==> src/rtl/instr_dispatch_ctrl.sv <==
// instr_dispatch_ctrl
//   Instruction sequencer. Fetches one instruction word at a time, decodes its opcode,
//   issues a single-cycle one-hot activate to the ALU, memory or branch unit and then waits
//   for that unit's done before moving on. Opcode 4'hF parks the block in HALT until reset.
//
//   Optional feature: define DISPATCH_TIMEOUT_EN to add a WAIT watchdog. After TIMEOUT_CYC
//   WAIT cycles without the selected done, err is set (sticky) and the block halts.
//   With the macro undefined WAIT is unbounded and err is tied low.
//
// Ports
//   clk          rising-edge clock
//   rst          asynchronous active-high reset
//   go           level; starts fetching from IDLE and chooses FETCH/IDLE after RETIRE
//   instr_req    fetch request, high for the whole FETCH state
//   instr_valid  instr_data qualifier, only honoured in FETCH
//   instr_data   instruction word: opcode [15:12], param1 [11:6], param2 [5:0]
//   opcode       latched opcode field
//   param1       latched param1 field
//   param2       latched param2 field
//   unit_act     one-hot activate pulse: [0] ALU, [1] MEM, [2] BRANCH
//   unit_done    per-unit done, same bit order as unit_act
//   busy         high in every state except IDLE and HALT
//   halted       high in HALT
//   err          sticky watchdog flag
module instr_dispatch_ctrl #(
    parameter int unsigned INSTR_W     = 16,
    parameter int unsigned TIMEOUT_CYC = 64
) (
    input  logic               clk,
    input  logic               rst,
    input  logic               go,
    output logic               instr_req,
    input  logic               instr_valid,
    input  logic [INSTR_W-1:0] instr_data,
    output logic [3:0]         opcode,
    output logic [5:0]         param1,
    output logic [5:0]         param2,
    output logic [2:0]         unit_act,
    input  logic [2:0]         unit_done,
    output logic               busy,
    output logic               halted,
    output logic               err
);

    // Field slicing is hard-wired to a 16-bit word; the watchdog counter is 7 bits wide.
    if (INSTR_W != 16 || TIMEOUT_CYC < 1 || TIMEOUT_CYC > 127) begin : gen_param_check
        $error("instr_dispatch_ctrl: INSTR_W must be 16 and TIMEOUT_CYC in 1..127");
    end

    typedef enum logic [2:0] {
        StIdle,
        StFetch,
        StDecode,
        StAct,
        StBlank,
        StWait,
        StRetire,
        StHalt
    } state_e;

    state_e     state;
    logic [2:0] sel;  // one-hot unit chosen in DECODE, held through WAIT

    function automatic logic [2:0] decode_sel(input logic [3:0] op);
        if (!op[3]) begin
            return 3'b001;
        end else if (op[3:2] == 2'b10) begin
            return 3'b010;
        end else begin
            return 3'b100;
        end
    endfunction

`ifdef DISPATCH_TIMEOUT_EN
    logic [6:0] wait_cnt;
    logic       err_q;
    assign err = err_q;
`else
    assign err = 1'b0;
`endif

    always_ff @(posedge clk or posedge rst) begin
        if (rst) begin
            state     <= StIdle;
            sel       <= 3'b000;
            instr_req <= 1'b0;
            unit_act  <= 3'b000;
            busy      <= 1'b0;
            halted    <= 1'b0;
            opcode    <= 4'h0;
            param1    <= 6'h00;
            param2    <= 6'h00;
`ifdef DISPATCH_TIMEOUT_EN
            wait_cnt  <= 7'd0;
            err_q     <= 1'b0;
`endif
        end else begin
            // Activate is a pulse: cleared every cycle unless DECODE sets it for ACT.
            unit_act <= 3'b000;
            unique case (state)
                StIdle: begin
                    if (go) begin
                        state     <= StFetch;
                        instr_req <= 1'b1;
                        busy      <= 1'b1;
                    end
                end
                StFetch: begin
                    if (instr_valid) begin
                        opcode    <= instr_data[15:12];
                        param1    <= instr_data[11:6];
                        param2    <= instr_data[5:0];
                        instr_req <= 1'b0;
                        state     <= StDecode;
                    end
                end
                StDecode: begin
                    if (opcode == 4'hF) begin
                        state  <= StHalt;
                        busy   <= 1'b0;
                        halted <= 1'b1;
                    end else begin
                        sel      <= decode_sel(opcode);
                        unit_act <= decode_sel(opcode);
                        state    <= StAct;
                    end
                end
                StAct: begin
                    state <= StBlank;
                end
                StBlank: begin
                    // A done left over from the previous op may still be high here.
                    state <= StWait;
`ifdef DISPATCH_TIMEOUT_EN
                    wait_cnt <= 7'd0;
`endif
                end
                StWait: begin
                    if ((unit_done & sel) != 3'b000) begin
                        state <= StRetire;
`ifdef DISPATCH_TIMEOUT_EN
                    end else if (wait_cnt == 7'(TIMEOUT_CYC - 1)) begin
                        err_q  <= 1'b1;
                        state  <= StHalt;
                        busy   <= 1'b0;
                        halted <= 1'b1;
                    end else begin
                        wait_cnt <= wait_cnt + 7'd1;
`endif
                    end
                end
                StRetire: begin
                    if (go) begin
                        state     <= StFetch;
                        instr_req <= 1'b1;
                    end else begin
                        state <= StIdle;
                        busy  <= 1'b0;
                    end
                end
                StHalt: begin
                    state <= StHalt;
                end
                default: begin
                    state <= StIdle;
                end
            endcase
        end
    end

endmodule
==> config.mk <==
export PLATFORM = sky130hd
export DESIGN_NAME = instr_dispatch_ctrl
export DESIGN_NICKNAME = d
export VERILOG_FILES = /design/src/rtl/instr_dispatch_ctrl.sv
export SDC_FILE = /design/constraint.sdc
export NUM_CORES = 1
export LEC_CHECK = 0
export CAP_MARGIN = 5
export CORE_MARGIN = 3
export CORE_UTILIZATION = 46
export CTS_CLUSTER_SIZE = 12
export DETAILED_ROUTE_END_ITERATION = 8
export PLACE_DENSITY = 0.81
export SYNTH_ARGS = -nofsm -noshare
export SYNTH_HDL_FRONTEND = slang
export SYNTH_SLANG_ARGS = --single-unit
==> constraint.sdc <==
create_clock -name clk -period 2.41 [get_ports clk]
set_input_delay 0.482 -clock clk [delete_from_list [all_inputs] [get_ports clk]]
set_output_delay 0.482 -clock clk [all_outputs]
set_load 0.02 [all_outputs]
Word-level counts from Yosys, hierarchy flattened. Cells that the tools add are included.

Register bits after elaboration: 28. Input bits: 23.

Equality and inequality tests: 15. Muxes and demuxes: 16. Bitwise gates (word level): 2. Reductions and logical operators: 11.

Operators with widths (count): $mux W3 (8); $pmux W3 S8 (1); $eq A3 B3 Y1 const B (4); $ne A2 B2 Y1 const B (5); $eq A3 B2 Y1 const B (2); $reduce_and A2 Y1 (3); $reduce_and A3 Y1 (2); $reduce_bool A3 Y1 (2); $mux W1 (5); $eq A4 B4 Y1 const B (1); $reduce_and A4 Y1 (1); $and A3 B3 Y3 (1); $eq A3 B1 Y1 const B (1); $logic_not A3 Y1 (1); $pmux W1 S3 (1); $eq A2 B2 Y1 const B (1); $ne A2 B1 Y1 const B (1); $pmux W1 S2 (1); $reduce_bool A2 Y1 (1); $reduce_or A2 Y1 (1); $not A1 Y1 (1).

Depth between registers and ports, before layout.
Depth after elaboration: 5. Gate-level depth with buffers: 4. Gate-level depth less buffers: 3.

Worst setup path after synthesis. OpenSTA, ideal clock, no wires.

Path kind: register to register. From: reg state[1]. To: reg opcode[3]. Library setup time: 0.127 ns. Arrival time: 1.243 ns. Required time: 2.283 ns. Path slack: 1.040 ns. Cell stages (with the launch flop): 5. Path buffers: 1. Period minus slack after synthesis: 1.370 ns. Path through: dfrtp_1 -> nand3b_2 -> nor2_4 -> buf_6 -> mux2_1.

Cells in the longest elaborated chain, start to end: 2.

Ends and longest elaborated chain: start, declared (RTL line 61) `state_e state;`; start signal, assigned (RTL line 84) `state <= StIdle;`; start signal, assigned (RTL line 103) `state <= StFetch;`; start signal, assigned (RTL line 114) `state <= StDecode;`; $eq A3 B1 Y1 (RTL line 100) `unique case (state)`; $reduce_and A2 Y1 (no line); end signal, assigned (RTL line 110) `opcode <= instr_data[15:12];`; end, declared (RTL line 35) `output logic [3:0] opcode,`.

No other way between the ends. A chain may end at the register's enable or synchronous reset.

Worst setup path after layout.
From: reg opcode[2]. To: out opcode[2].

No word-level cell between the ends.

==> flow_summary.yaml <==
status:
  status: "finished, final reports clean"
clock_network:
  clk_transition_reported_paths_ns: 0.14
  ctsResizeCount: 0
  root_buffer: "clkbuf_4"
  cts.sinks: 28
  cts_tree: "done"
  insertion_delay_ns: 0.32
  clock_path_buffers: 2
  h-tree-depth: 1
  cts_buffers: 3
  hold_buffers: 0
  cts_setup_buffers: 0
worst_setup_path:
  end_kind: "primary output"
  crit_chain: "clkdlybuf4s50_1"
  cp_top_family: "buffers and inverters"
  crit_buf_inv: 1
  r2r_cells: 3
  cp_slowest_stage_delay_ns: 0.64
  worst_setup_path_start_kind: "flop"
  worstSetupStartpoint: "opcode[2]$_DFFE_PP0P_"
  endpoint: "opcode[2]"
  rr_startpoint: "state[1]$_DFFE_PP0P_"
  crit_arrival_ns: 1.42
  path_class: "reg -> out"
  cp.required_ns: 1.93
  path_max_fanout: 5
  cp_num_cells: 1
  rr_endpoint: "param1[1]$_DFFE_PP0P_"
  critPathSlowestCell: "clkdlybuf4s50_1"
  r2r_slack_ns: 0.71
finish:
  layout_common_cells: "clkdlybuf4s50_1, dfrtp_1, mux2_1"
  fin_util_pct: 71.50
  drive_above_1_share_pct: 13.64
  final_area_sq_um: 1673
  area_growth_pct: 40.44
  antennaDiodeCount: 0
  layout_commonest_cell: "clkdlybuf4s50_1"
  layout.nets: 156
power_and_ir_drop:
  p_per_area_nw_per_um2: 1193
  p_total_mw: 1.995
  peakVddDrop_uv: 796.5
  total_leakage_power_nw: 0.7235
timing:
  slew_violations: 0
  fin_tns_setup_ns: 0
  hold_viol: 0
  worst_clock_skew_ns: 0.009309
  max_freq_mhz: 525.6
  timing.final.crit_period_ns: 1.903
  fin_crit_sh_pct: 78.95
  setup_violations: 0
  grt_setup_unrepaired: "false"
  finalWorstSetupSlack_ns: 0.5074
floorplan:
  std_cell_rows: 17
  ios: 46
  core_sq_um: 2340
  chipWidth_um: 56.89
  start_util_pct: 50.91
  die_h_um: 56.89
  dieArea_sq_um: 3236
global_routing:
  first_global_vias: 828
  overflow: 0
  antenna_found_initial: 0
  grt_pass1_wl_um: 3781
  grt_max_degree: 29
  grtUsageTotal_pct: 15.10
detailed_routing:
  vias_per_cell: 5.231
  totalWireLength_um: 2310
  ant_nets: 0
  dr.pass1.iters: 4
  drcViolationCount: 0
  num_vias: 837
  dr.first_iter.drc_count: 12
  wl_per_cell_um: 14.44
logic_synthesis:
  synth_area_sq_um: 1191
  syn_nets: 111
  postSynthCellCount: 88
  synth_warnings: 0
  syn_avg_cell_area_sq_um: 13.54
  ys_types: 33
  synth-seq-area-share_pct: 58.82
  synth-seq-cells: 28
placement:
  placed_cell_area_sq_um: 1637
  port_buffers: 44
  post-place-ws_ns: 0.3952
  detailed_place_hpwl_um: 1782
  gp_congestion: 0.7352
hold_path:
  hold_path.class: "in -> async"
flow_run:
  maxCapViolCount: 0
## synth_stat cells
cell type / count / area share (%)
nor2_4: 1 / 0.95
inv_1: 2 / 0.63
nor3b_2: 2 / 2.1
nor2b_1: 1 / 0.53
buf_6: 2 / 1.9
nand2_1: 1 / 0.31
a31oi_1: 1 / 0.53
o21ai_0: 5 / 2.1
a21o_1: 3 / 1.9
conb_1: 1 / 0.31
buf_4: 1 / 0.63
o21bai_1: 1 / 0.63
and3b_1: 1 / 0.74
nand2b_2: 1 / 0.74
nor2_1: 3 / 0.95
or3b_2: 1 / 0.74
o21ai_1: 1 / 0.42
and2_1: 1 / 0.53
mux2_2: 6 / 5.7
clkbuf_1: 2 / 0.63
nand4_1: 1 / 0.53
or3b_1: 1 / 0.74
a222oi_1: 1 / 0.84
o311ai_0: 1 / 0.74
o31ai_1: 1 / 0.63
nand2b_4: 1 / 1.2
nor3b_1: 1 / 0.63
mux2_1: 10 / 9.5
a21oi_1: 2 / 0.84
dfrtp_1: 28 / 59
nand2b_1: 2 / 1.1
nand3b_2: 1 / 0.95
o22a_1: 1 / 0.74
## worst min path at each step
| stage | from | end | slack, ns | depth (start not counted) |
|---|---|---|---|---|
| floorplan | sel[0]$_DFFE_PP0P_ | sel[0]$_DFFE_PP0P_ | 0.45 | 1 |
| global placement | halted$_DFFE_PP0P_ | halted$_DFFE_PP0P_ | 0.46 | 1 |
| detailed placement | halted$_DFFE_PP0P_ | halted$_DFFE_PP0P_ | 0.47 | 1 |
| CTS | rst | param2[3]$_DFFE_PP0P_ | 0.50 | 3 |
| global route | rst | param2[3]$_DFFE_PP0P_ | 0.50 | 3 |
| finish | rst | param2[3]$_DFFE_PP0P_ | 0.50 | 3 |
## cell type report
| class | instances | area [sq um] |
|---|---|---|
| Clock buffer | 4 | 36.28 |
| Inverter | 2 | 7.507 |
| Fill cell | 178 | 666.9 |
| Multi-Input combinational cell | 53 | 445.4 |
| Tap cell | 28 | 35.03 |
| Timing Repair Buffer | 45 | 447.9 |
| Sequential cell | 28 | 700.7 |
## cell families (layout without fill, tap and decap cells)
group / count (synthesis) / in the layout / synth area share, %
AO/OA/AOI/OAI: 17 / 17 / 9.349
buffers and inverters: 7 / 51 / 3.782
flip-flops: 28 / 28 / 58.82
multiplexers: 16 / 16 / 15.13
other: 1 / 1 / 0.3148
AND/OR/NAND/NOR: 19 / 19 / 12.61
## per-stage QoR
step | std cells | hold slack, ns
2_1_floorplan | 88 | 0.4483
5_1_grt | 160 | 0.5041
6_report | 160 | 0.5001
3_3_place_gp | 156 | 0.4615
3_5_place_dp | 156 | 0.4702
4_1_cts | 160 | 0.5014
## power by group
part           total, mW  internal [mW]  switching [mW]
clock              0.219         0.0924           0.127
sequential         0.854          0.673           0.181
combinational      0.922          0.507           0.414
## flip-flops by register name (all words and copies together), names as in the netlist
| signal | cells |
|---|---|
| busy | 1 |
| halted | 1 |
| instr_req | 1 |
| opcode | 4 |
| param1 | 6 |
| param2 | 6 |
| sel | 3 |
| state | 3 |
| unit_act | 3 |
## per-layer routing
| layer | wire (um) | track usage [%] | up-vias |
|---|---|---|---|
| li1 | - | - | 403 |
| met4 | 25 | 3.974 | 0 |
| met5 | 0 | 0 | - |
| met1 | 1014 | 18.38 | 406 |
| met2 | 1134 | 24.63 | 24 |
| met3 | 135 | 6.207 | 4 |
Note: power is estimated with default switching activity, not from simulation.
